[src/rtl/sram_stream_reader.sv]
// rtl/sram_stream_reader.sv - SRAM burst read sequencer with FWFT output FIFO (optional SRAM_STREAM_STRIDE_EN)
module sram_stream_reader #(
    parameter int ADDR_WIDTH = 8,
    parameter int DATA_WIDTH = 64,
    parameter int FIFO_DEPTH = 4
) (
    input  logic                  i_clk,
    input  logic                  i_nrst,
    input  logic                  i_start,
    input  logic [ADDR_WIDTH-1:0] i_base_addr,
    input  logic [ADDR_WIDTH:0]   i_count,
`ifdef SRAM_STREAM_STRIDE_EN
    input  logic [ADDR_WIDTH-1:0] i_stride,
`endif
    output logic                  o_busy,
    output logic                  o_done,
    output logic                  o_sram_read_en,
    output logic [ADDR_WIDTH-1:0] o_sram_read_addr,
    input  logic [DATA_WIDTH-1:0] i_sram_data,
    input  logic                  i_sram_data_valid,
    output logic [DATA_WIDTH-1:0] o_data,
    output logic                  o_valid,
    input  logic                  i_ready
);

    localparam int PW = $clog2(FIFO_DEPTH);
    localparam int CW = PW + 1;
    localparam int SW = CW + 1;
    localparam logic [ADDR_WIDTH:0] CNT_ONE = 1;

    typedef enum logic [1:0] {
        ST_IDLE  = 2'd0,
        ST_READ  = 2'd1,
        ST_DRAIN = 2'd2
    } state_t;

    state_t                r_state;
    state_t                w_next_state;

    logic [ADDR_WIDTH-1:0] r_cur_addr;
    logic [ADDR_WIDTH-1:0] r_stride;
    logic [ADDR_WIDTH:0]   r_issue_rem;
    logic                  r_rd_en;
    logic [ADDR_WIDTH-1:0] r_rd_addr;
    logic                  r_cap;
    logic                  r_done;

    logic [DATA_WIDTH-1:0] r_mem [FIFO_DEPTH];
    logic [PW-1:0]         r_wr_ptr;
    logic [PW-1:0]         r_rd_ptr;
    logic [CW-1:0]         r_fifo_cnt;

    logic [ADDR_WIDTH-1:0] w_step_in;
    logic                  w_start_go;
    logic                  w_issue;
    logic                  w_done_set;
    logic                  w_push;
    logic                  w_pop;
    logic                  w_fifo_empty;
    logic                  w_drained;
    logic [SW-1:0]         w_credit_used;

`ifdef SRAM_STREAM_STRIDE_EN
    assign w_step_in = i_stride;
`else
    assign w_step_in = ADDR_WIDTH'(1);
`endif

    // r_rd_en: read on the SRAM bus this cycle; r_cap: its data is due now.
    // Both are words already owed a FIFO slot, so both count against credit.
    assign w_fifo_empty  = (r_fifo_cnt == '0);
    assign w_push        = r_cap && i_sram_data_valid;
    assign w_pop         = !w_fifo_empty && i_ready;
    assign w_credit_used = SW'(r_fifo_cnt) + SW'(r_rd_en) + SW'(r_cap);
    // Burst ends at the edge where the last word leaves, so done follows the final transfer directly.
    assign w_drained     = !r_rd_en && !r_cap &&
                           (w_fifo_empty || (r_fifo_cnt == CW'(1) && w_pop));

    assign o_busy           = (r_state != ST_IDLE);
    assign o_done           = r_done;
    assign o_sram_read_en   = r_rd_en;
    assign o_sram_read_addr = r_rd_addr;
    assign o_valid          = !w_fifo_empty;
    assign o_data           = w_fifo_empty ? '0 : r_mem[r_rd_ptr];

    // State register
    always_ff @(posedge i_clk) begin
        if (!i_nrst) begin
            r_state <= ST_IDLE;
        end else begin
            r_state <= w_next_state;
        end
    end

    // Next-state and issue decision; the first read goes out straight from IDLE
    always_comb begin
        w_next_state = r_state;
        w_start_go   = 1'b0;
        w_issue      = 1'b0;
        w_done_set   = 1'b0;
        case (r_state)
            ST_IDLE: begin
                if (i_start) begin
                    if (i_count != '0) begin
                        w_start_go   = 1'b1;
                        w_next_state = (i_count == CNT_ONE) ? ST_DRAIN : ST_READ;
                    end else begin
                        w_done_set = 1'b1;
                    end
                end
            end
            ST_READ: begin
                if (r_issue_rem != '0 && w_credit_used < SW'(FIFO_DEPTH)) begin
                    w_issue = 1'b1;
                    if (r_issue_rem == CNT_ONE) begin
                        w_next_state = ST_DRAIN;
                    end
                end
            end
            ST_DRAIN: begin
                if (w_drained) begin
                    w_done_set   = 1'b1;
                    w_next_state = ST_IDLE;
                end
            end
            default: w_next_state = ST_IDLE;
        endcase
    end

    // Read address generation, registered SRAM strobes and done pulse
    always_ff @(posedge i_clk) begin
        if (!i_nrst) begin
            r_cur_addr  <= '0;
            r_stride    <= '0;
            r_issue_rem <= '0;
            r_rd_en     <= 1'b0;
            r_rd_addr   <= '0;
            r_cap       <= 1'b0;
            r_done      <= 1'b0;
        end else begin
            r_rd_en <= w_start_go || w_issue;
            r_cap   <= r_rd_en;
            r_done  <= w_done_set;
            if (w_start_go) begin
                r_rd_addr   <= i_base_addr;
                r_cur_addr  <= i_base_addr + w_step_in;
                r_stride    <= w_step_in;
                r_issue_rem <= i_count - CNT_ONE;
            end else if (w_issue) begin
                r_rd_addr   <= r_cur_addr;
                r_cur_addr  <= r_cur_addr + r_stride;
                r_issue_rem <= r_issue_rem - CNT_ONE;
            end
        end
    end

    // Output FIFO: capture returning SRAM words, pop on stream handshake
    always_ff @(posedge i_clk) begin
        if (!i_nrst) begin
            r_wr_ptr   <= '0;
            r_rd_ptr   <= '0;
            r_fifo_cnt <= '0;
        end else begin
            if (w_push) begin
                r_mem[r_wr_ptr] <= i_sram_data;
                r_wr_ptr        <= r_wr_ptr + PW'(1);
            end
            if (w_pop) begin
                r_rd_ptr <= r_rd_ptr + PW'(1);
            end
            case ({w_push, w_pop})
                2'b10:   r_fifo_cnt <= r_fifo_cnt + CW'(1);
                2'b01:   r_fifo_cnt <= r_fifo_cnt - CW'(1);
                default: r_fifo_cnt <= r_fifo_cnt;
            endcase
        end
    end

endmodule
[config.mk]
export PLATFORM = sky130hd
export DESIGN_NAME = sram_stream_reader
export DESIGN_NICKNAME = d
export VERILOG_FILES = /design/src/rtl/sram_stream_reader.sv
export SDC_FILE = /design/constraint.sdc
export NUM_CORES = 1
export LEC_CHECK = 0
export ABC_AREA = 1
export CAP_MARGIN = 5
export CORE_ASPECT_RATIO = 1.2
export CORE_MARGIN = 8
export CORE_UTILIZATION = 60
export DETAILED_ROUTE_END_ITERATION = 8
export PLACE_DENSITY = 0.86
export SETUP_SLACK_MARGIN = 0.3
export SLEW_MARGIN = 20
export SYNTH_ARGS = -nofsm -noshare
export SYNTH_HDL_FRONTEND = slang
export SYNTH_SLANG_ARGS = --single-unit
[constraint.sdc]
create_clock -name i_clk -period 8.9 [get_ports i_clk]
set_input_delay 1.78 -clock i_clk [delete_from_list [all_inputs] [get_ports i_clk]]
set_output_delay 1.78 -clock i_clk [all_outputs]
set_load 0.01 [all_outputs]
==> results.py, run 1 <==
metrics = {
    "status": {
        "status": "finished clean",
    },
    "logic_synthesis": {
        "synth_flop_cell": "edfxtp_1",
        "syn_inst": 1158,
        "post_synth.cell_area_avg_um2": 10.8,
        "synth_top_area_frac": 0.612,
        "synthTopCellsByCount": "299 x nor2_1, 256 x edfxtp_1, 138 x o21ai_0",
        "yosys-top-cells-area": "edfxtp_1 61%, nor2_1 8.9%, dfxtp_1 6.4%",
        "synth_most_common_cell": "nor2_1",
        "synth_top_cell_by_area": "edfxtp_1",
        "ys_ff_latch": 296,
        "ys_seq_area_frac": 0.676,
        "async_flop_share": 0,
        "yosysWarnings": 0,
        "synth_nets": 1261,
        "syn_area_um2": 12600,
        "synth_enable_flop_cells": 256,
        "ys_types": 34,
    },
    "sta": {
        "period_needed_ns": 5.22,
        "relSlewSlack": 0.278,
        "finalSetupViolations": 0,
        "setup_ws_ns": 3.68,
        "tightest_slew_ns": 1.08,
        "fmax_mhz": 192,
        "finalMaxSlewViolations": 0,
        "rsz0062_at_grt": "no",
        "finalHoldViolations": 0,
        "setup_tns_ns": 0,
        "fin_hold_ws_ns": 0.479,
        "finalClockSkew_ns": 0.0185,
        "period_share": 0.586,
    },
    "worst_setup_path": {
        "worst_setup_path_end_kind": "output port",
        "crit_fanout": 66,
        "worst_setup_path_start_kind": "flop",
        "critical_path_class": "reg -> out",
        "cp.required_ns": 7.12,
        "cp.arrival_ns": 3.44,
    },
    "global_routing": {
        "grtUsageTotal": 0.209,
        "use_met1": 0.230,
        "first_global_vias": 8887,
        "use_met3": 0.0377,
        "antenna_found_initial": 2,
        "grt_pass1_wl_mm": 43.3,
        "busiest_layer": "met2",
        "overflow": 0,
        "grt_max_degree": 101,
        "use_met2": 0.389,
    },
    "clocking": {
        "post-cts-setup-buffers": 0,
        "cts_tree": "yes",
        "cts.path.max_buffers": 3,
        "h-tree-depth": 1,
        "cts-resized-gates": 0,
        "numCtsBuffers": 27,
        "clock-sinks": 296,
        "cts-root-buf": "clkbuf_16",
        "holdBufCountCts": 0,
        "clk_pin_slew_ns": 0.07,
        "clock_latency_ns": 0.51,
    },
    "placed_design": {
        "hpwl_mm": 17.2,
        "port_buffers": 161,
        "dp_slack_ns": 3.87,
        "gp_congestion": 0.886,
    },
    "detailed_routing": {
        "vias": 8943,
        "drt_pass1_iterations": 5,
        "routed_wl_mm": 28.1,
        "post_drt_wl_per_cell_um": 17.7,
        "vias_per_cell": 5.62,
        "drt_iter0_drc": 658,
        "drc": 0,
        "antenna_left": 0,
    },
    "power": {
        "leakagePower_uw": 0.00547,
        "power.density_nw_per_um2": 262,
        "peakVddDrop_v": 0.000181,
    },
    "flow_run": {
        "cap_violations": 0,
    },
    "final_layout": {
        "drive_gt1_frac": 0.0660,
        "syn_to_final_growth_pct": 21.3,
        "final_nets": 1401,
    },
    "floorplan": {
        "die_w_um": 148,
        "num_rows": 58,
        "die_y_um": 174,
        "core_area_um2": 20800,
        "die_area_um2": 25800,
        "start_util": 0.605,
        "io_pins": 162,
    },
    "worst_hold_path": {
        "min_path_type": "reg -> reg",
    },
}
## sequential cells by signal, indices dropped and copies added, names as in the netlist, 2 cells and up, named ones only
signal	count
r_mem	256
r_wr_ptr	2
r_rd_ptr	2
r_issue_rem	9
r_fifo_cnt	3
r_cur_addr	8
o_sram_read_addr	8
r_state	2
## worst max-delay path, cell delays in order (launching register included)
cell	delay [ns]
dfxtp_4	0.45
inv_2	0.68
buf_4	0.61
o21ai_0	0.21
a21oi_1	0.29
clkdlybuf4s50_1	0.60
## metal layers
| layer | vias up | share of wire |
|---|---|---|
| met4 | 0 | 0.026 |
| met1 | 4262 | 0.37 |
| met3 | 48 | 0.076 |
| met2 | 375 | 0.53 |
| li1 | 4258 | - |
| met5 | - | 0 |
## layout make-up
type / instances / area (um2)
sequential: 296 / 8490
fill: 1349 / 5510
multi-input combinational: 740 / 3590
timing repair buffer: 170 / 1680
clock buffer: 34 / 702
tap: 270 / 338
inverter: 63 / 238
clock inverter: 15 / 191
antenna: 2 / 5.00
## metrics by stage
step	std cells	total power, uW	util	cell area (um2)
6_report	1590	3990	0.734	15200
5_1_grt	1590	4170	0.734	15200
4_1_cts	1588	4010	0.734	15200
3_5_place_dp	1539	2870	0.691	14300
3_3_place_gp	1539	2840	0.691	14300
2_1_floorplan	1158	2330	-	12600
## placed cells by master, fill, tap and decap left out, drive strengths merged
cell | Yosys | routed
nor3 | 2 | 2
nor2 | 303 | 303
buf | 25 | 9
o21a | 1 | 1
xor2 | 16 | 16
o21bai | 3 | 3
clkdlybuf4s50 | 0 | 161
o21ai | 143 | 143
nand3b | 1 | 1
dfxtp | 40 | 40
inv | 60 | 63
xnor2 | 1 | 1
o211ai | 1 | 1
clkinv | 3 | 9
nand2 | 102 | 102
clkbuf | 34 | 34
diode | 0 | 2
bufinv | 0 | 3
a21oi | 89 | 89
edfxtp | 256 | 256
ha | 17 | 17
nand3 | 48 | 48
clkinvlp | 0 | 3
nand4 | 13 | 13
## report_power, final
part	switching, uW	internal (uW)	total (uW)
Combinational	731	510	1240
Clock	483	658	1140
Sequential	52.0	1560	1610
Total	1270	2730	3990
## kinds of logic (layout without fill, tap and decap cells)
logic type,after synthesis,count (layout),synth area share
flops,296,296,0.676
fa+ha+maj,17,17,0.0169
compound gates,237,237,0.0978
xor+xnor,17,17,0.0119
other cells,0,2,0
buf+inv,122,282,0.0403
simple gates,469,469,0.157
## final timing paths
kind                      start       endpoint  slack, ns  depth (start not counted)
setup / recovery           flop     o_data[51]       3.68                          5
hold / removal      r_stride[0]    r_stride[0]       0.48                          1
setup reg to reg  r_fifo_cnt[0]  r_fifo_cnt[2]       6.25                         11
hold reg to reg     r_stride[0]    r_stride[0]       0.48                          1
No activity file was read; power rests on OpenSTA's default activity.
==> inputs of run 2 (changes only) <==
Settings changed: CORE_UTILIZATION 60 to 50, PLACE_DENSITY 0.86 to 0.76.
Clock period 8.9 ns to 4.2 ns, I/O delays scaled along.
==> run 2 against run 1 <==
Compared with the run above: via count down 2.0%; worst hold slack worse by 0.0043 ns; total power up 110%; utilization down 11 points; combinational power up 110%; die area up 18%; critical path depth unchanged; register-to-register slack worse by 4.4 ns; sequential cell count unchanged; final cell count up 3.6%; sequential power up 110%; largest power group unchanged; clock skew down 0.012 ns.
==> results.py, run 2 (synthesis gave the netlist of run 1 again) <==
metrics = {
    "detailed_routing": {
        "post_drt_wl_per_cell_um": 17.1,
        "routed_wl_mm": 28.2,
        "vias": 8766,
        "antenna_left": 0,
        "drt_iter0_drc": 795,
        "vias_per_cell": 5.32,
        "drc": 0,
        "drt_pass1_iterations": 5,
    },
    "sta": {
        "rsz0062_at_grt": "no",
        "finalClockSkew_ns": 0.00658,
        "relSlewSlack": 0.534,
        "setup_ws_ns": 0.644,
        "tightest_slew_ns": 0.699,
        "finalHoldViolations": 0,
        "period_needed_ns": 3.56,
        "finalMaxSlewViolations": 0,
        "setup_tns_ns": 0,
        "finalSetupViolations": 0,
        "fmax_mhz": 281,
        "period_share": 0.847,
    },
    "clocking": {
        "clock-sinks": 296,
        "cts.path.max_buffers": 3,
        "cts-root-buf": "clkbuf_16",
        "clock_latency_ns": 0.52,
        "numCtsBuffers": 27,
        "clk_pin_slew_ns": 0.06,
        "post-cts-setup-buffers": 0,
        "h-tree-depth": 1,
        "cts_tree": "yes",
    },
    "worst_hold_path": {
        "min_path_type": "reg -> reg",
        "min_path_cells": 1,
    },
    "status": {
        "status": "finished clean",
    },
    "final_layout": {
        "stdcell_area_um2": 15500,
        "regMostFlops": "r_mem",
        "mostFrequentLayoutCells": "295 x nor2_1, 256 x edfxtp_1, 161 x clkdlybuf4s50_1",
        "final_nets": 1406,
        "nFillCells": 1897,
        "syn_to_final_growth_pct": 23.2,
        "largest_reg_flops": 256,
        "drive_gt1_frac": 0.0681,
        "largestRegisters": "r_mem (256), r_issue_rem (9)",
        "final_cells": 1647,
        "diodes": 0,
        "layout_commonest_cell": "nor2_1",
    },
    "floorplan": {
        "die_w_um": 161,
        "start_util": 0.509,
        "die_y_um": 190,
        "io_pins": 162,
        "die_area_um2": 30500,
        "core_area_um2": 24700,
        "num_rows": 63,
    },
    "worst_setup_path": {
        "cp.arrival_ns": 2.72,
        "cp.required_ns": 3.36,
        "worst_setup_path_start_kind": "flop",
        "worst_r2r_path_depth": 7,
        "critical_path_class": "reg -> out",
        "worst_setup_path_end_kind": "output port",
        "crit_fanout": 43,
    },
    "global_routing": {
        "overflow": 0,
        "use_met1": 0.218,
        "antenna_found_initial": 5,
        "first_global_vias": 8515,
        "busiest_layer": "met2",
        "grt_max_degree": 129,
        "use_met2": 0.313,
        "use_met3": 0.0419,
        "grt_pass1_wl_mm": 44.1,
        "grtUsageTotal": 0.179,
    },
    "placed_design": {
        "placed_area_um2": 14600,
        "gp_congestion": 0.844,
        "dp_slack_ns": 0.931,
        "placed_cells": 1599,
        "port_buffers": 161,
        "hpwl_mm": 17.3,
    },
    "power": {
        "power.density_nw_per_um2": 551,
        "leakagePower_uw": 0.00555,
        "p_total_uw": 8530,
        "peakVddDrop_v": 0.000275,
    },
    "flow_run": {
        "cap_violations": 0,
    },
}
-- run 2: report_power, final --
part | internal [uW] | total, uW | switching, uW
combinational | 1100 | 2650 | 1540
sequential | 3300 | 3400 | 98.8
clock | 1490 | 2470 | 986
-- run 2: repair_timing --
action	4_1_cts	5_1_grt
endpoints found under the setup margin	0	4
gates resized for setup	0	2
hold buffers	0	0
-- run 2: cell type report --
type | instances | area, um2 | area share
clock buffers | 32 | 694 | 0.0449
clock inverters | 16 | 211 | 0.0137
inverters | 63 | 240 | 0.0155
multi-input cells | 740 | 3590 | 0.232
flip-flops and latches | 296 | 8490 | 0.549
well taps | 325 | 407 | 0.0263
repair buffers | 175 | 1830 | 0.118
-- run 2: worst paths after layout --
path	start	to	slack, ns
max	flop	o_data[47]	0.64
min	r_rd_ptr[0]	flop	0.47
max reg2reg	r_state[1]	r_cur_addr[5]	1.90
min reg2reg	r_rd_ptr[0]	flop	0.47
-- run 2: worst max-delay path: stages, from the launching register on --
cell and delay, ns:
dfxtp_2 0.69, buf_4 0.60, nor2_1 0.09, o21ai_0 0.16, a21oi_1 0.13, clkdlybuf4s50_1 0.51
-- run 2: layer usage --
metal | wire length [um] | share of wire
met1 | 11200 | 0.40
met2 | 14100 | 0.50
met3 | 2320 | 0.082
met4 | 599 | 0.021
met5 | 65 | 0.0023
-- run 2: stage by stage --
step / utilization / hold slack, ns
2_1_floorplan: - / 0.444
3_5_place_dp: 0.590 / 0.455
6_report: 0.627 / 0.475
4_1_cts: 0.627 / 0.468
3_3_place_gp: 0.590 / 0.450
5_1_grt: 0.627 / 0.504
==> inputs of run 3 (changes only) <==
Clock period 4.2 ns to 2.96 ns, I/O delays scaled along.
==> run 3 against run 2 <==
Compared with the run above: worst hold slack is essentially flat; critical endpoint is now o_data[14]; final cell count grew 2.0%; first-iteration DRC count is 9.8% lower; total power grew 43%; routed wire length up 7.9%; critical path depth is the same; clock skew up 0.0015 ns; critical path type unchanged.
==> results.py, run 3 (synthesis gave the netlist of run 1 again) <==
metrics = {
    "status": {
        "status": "finished clean",
    },
    "detailed_routing": {
        "antenna_left": 0,
        "drc": 0,
        "vias": 9012,
        "vias_per_cell": 5.36,
        "post_drt_wl_per_cell_um": 18.1,
        "routed_wl_mm": 30.5,
        "drt_iter0_drc": 717,
        "drt_pass1_iterations": 6,
    },
    "placed_design": {
        "placed_area_um2": 14600,
        "placed_cells": 1609,
        "gp_congestion": 0.857,
        "port_buffers": 161,
        "hpwl_mm": 17.9,
    },
    "sta": {
        "fmax_mhz": 339,
        "tightest_slew_ns": 0.575,
        "finalHoldViolations": 0,
        "finalSetupViolations": 0,
        "relSlewSlack": 0.614,
        "period_share": 0.997,
        "period_needed_ns": 2.95,
        "finalClockSkew_ns": 0.00809,
        "finalMaxSlewViolations": 0,
        "rsz0062_at_grt": "yes",
    },
    "worst_setup_path": {
        "crit_path_top_delay_cell": "clkdlybuf4s50_1",
        "crit_fanout": 32,
        "cp_top_family": "buffers and inverters",
        "worst_setup_path_end_kind": "output port",
        "cp.required_ns": 2.37,
        "cpPeakStageDelay_ns": 0.60,
        "worst_setup_path_start_kind": "flop",
        "cp.arrival_ns": 2.36,
        "critPathBufInv": 3,
        "critical_path_class": "reg -> out",
        "cp_cell_sequence": "inv_4, bufbuf_16, o21ai_0, a21oi_1, clkdlybuf4s50_1",
    },
    "final_layout": {
        "largestRegisters": "r_mem (256), r_issue_rem (9)",
        "regMostFlops": "r_mem",
        "multiInputGateArea_um2": 3620,
        "regArea_um2": 8500,
        "largest_reg_flops": 256,
        "final_cells": 1680,
        "nFillCells": 1869,
        "stdcell_area_um2": 15700,
        "final_nets": 1432,
        "layout_commonest_cell": "nor2_1",
        "drive_gt1_frac": 0.115,
        "mostFrequentLayoutCells": "295 x nor2_1, 256 x edfxtp_1, 129 x o21ai_0",
        "syn_to_final_growth_pct": 25.1,
    },
    "power": {
        "power_frac_comb": 0.326,
        "sw_frac_of_total": 0.328,
        "p_total_uw": 12200,
        "clockPowerShare": 0.277,
        "power.density_nw_per_um2": 774,
        "leakagePower_uw": 0.00594,
        "p_switching_uw": 3990,
        "peakVddDrop_v": 0.000457,
        "seqPwrFrac": 0.397,
        "p_int_uw": 8180,
    },
    "global_routing": {
        "first_global_vias": 8835,
        "overflow": 0,
        "grt_max_degree": 65,
        "grtUsageTotal": 0.190,
        "grt_pass1_wl_mm": 46.4,
        "antenna_found_initial": 6,
    },
    "clocking": {
        "clock_latency_ns": 0.53,
        "clock-sinks": 296,
        "h-tree-depth": 1,
        "cts-root-buf": "clkbuf_16",
        "holdBufCountCts": 0,
        "numCtsBuffers": 29,
        "cts_tree": "yes",
        "cts.path.max_buffers": 3,
        "clk_pin_slew_ns": 0.06,
    },
    "floorplan": {
        "io_pins": 162,
        "core_area_um2": 24700,
        "num_rows": 63,
        "die_w_um": 161,
        "start_util": 0.509,
        "die_area_um2": 30500,
        "die_y_um": 190,
    },
    "worst_hold_path": {
        "min_path_type": "reg -> reg",
    },
    "flow_run": {
        "cap_violations": 0,
    },
}
[run 3: per-layer routing]
metal  up-vias  track usage  part of all wire
li1       4331            -                 -
met1      4286        0.221              0.40
met2       338        0.343              0.50
met3        51       0.0443             0.072
met4         6       0.0536             0.023
met5         -            0            0.0011
[run 3: stage by stage]
stage | worst slack [ns] | hold WS [ns] | util | setup TNS (ns)
CTS | 0.0562 | 0.475 | 0.637 | 0
detailed placement | 0.100 | 0.461 | 0.592 | 0
global placement | 0.172 | 0.447 | 0.592 | 0
global route | -0.0920 | 0.491 | 0.637 | -0.112
floorplan | -0.188 | 0.444 | - | -48.21
finish | 0.00950 | 0.474 | 0.637 | 0
[run 3: layout make-up]
cell class | instances | area share
clock inverters | 19 | 0.00820
inverters | 63 | 0.0168
diodes | 3 | 0.000478
multi-input cells | 740 | 0.230
flip-flops and latches | 296 | 0.541
clock buffers | 35 | 0.0476
well taps | 325 | 0.0259
repair buffers | 199 | 0.130
[run 3: worst paths after layout]
path	from	to	slack (ns)	depth (start not counted)
setup reg to reg	r_fifo_cnt[1]	r_fifo_cnt[2]	0.92	10
hold / removal	o_sram_read_addr[3]	o_sram_read_addr[3]	0.47	2
setup / recovery	flop	o_data[14]	0.01	5
hold reg to reg	o_sram_read_addr[3]	o_sram_read_addr[3]	0.47	2
[run 3: worst register-to-register path, delay by kind of cell, from the launching register on]
kind	cells	cell delay [ns]
and+or+nand+nor	3	0.50
AOI/OAI and AO/OA	3	0.31
adders and majority gates	2	0.56
DFF	1	0.36
buffers and inverters	2	0.20
[run 3: power groups by stage]
stage | Sequential, uW | Clock [uW] | Combinational [uW]
after floorplan | 4880 | 0 | 2130
after global placement | 4930 | 0 | 3740
after detailed placement | 4930 | 0 | 3820
after CTS | 4830 | 3430 | 3920
after global routing | 4850 | 3610 | 4340
final | 4830 | 3370 | 3970
[run 3: timing repair]
| action | in CTS | in global routing |
|---|---|---|
| gates resized for setup | 105 | 78 |
| gates cloned | 5 | 2 |
| pin swaps | 6 | 11 |
| setup buffers | 5 | 2 |
| endpoints found under the setup margin | 64 | 53 |
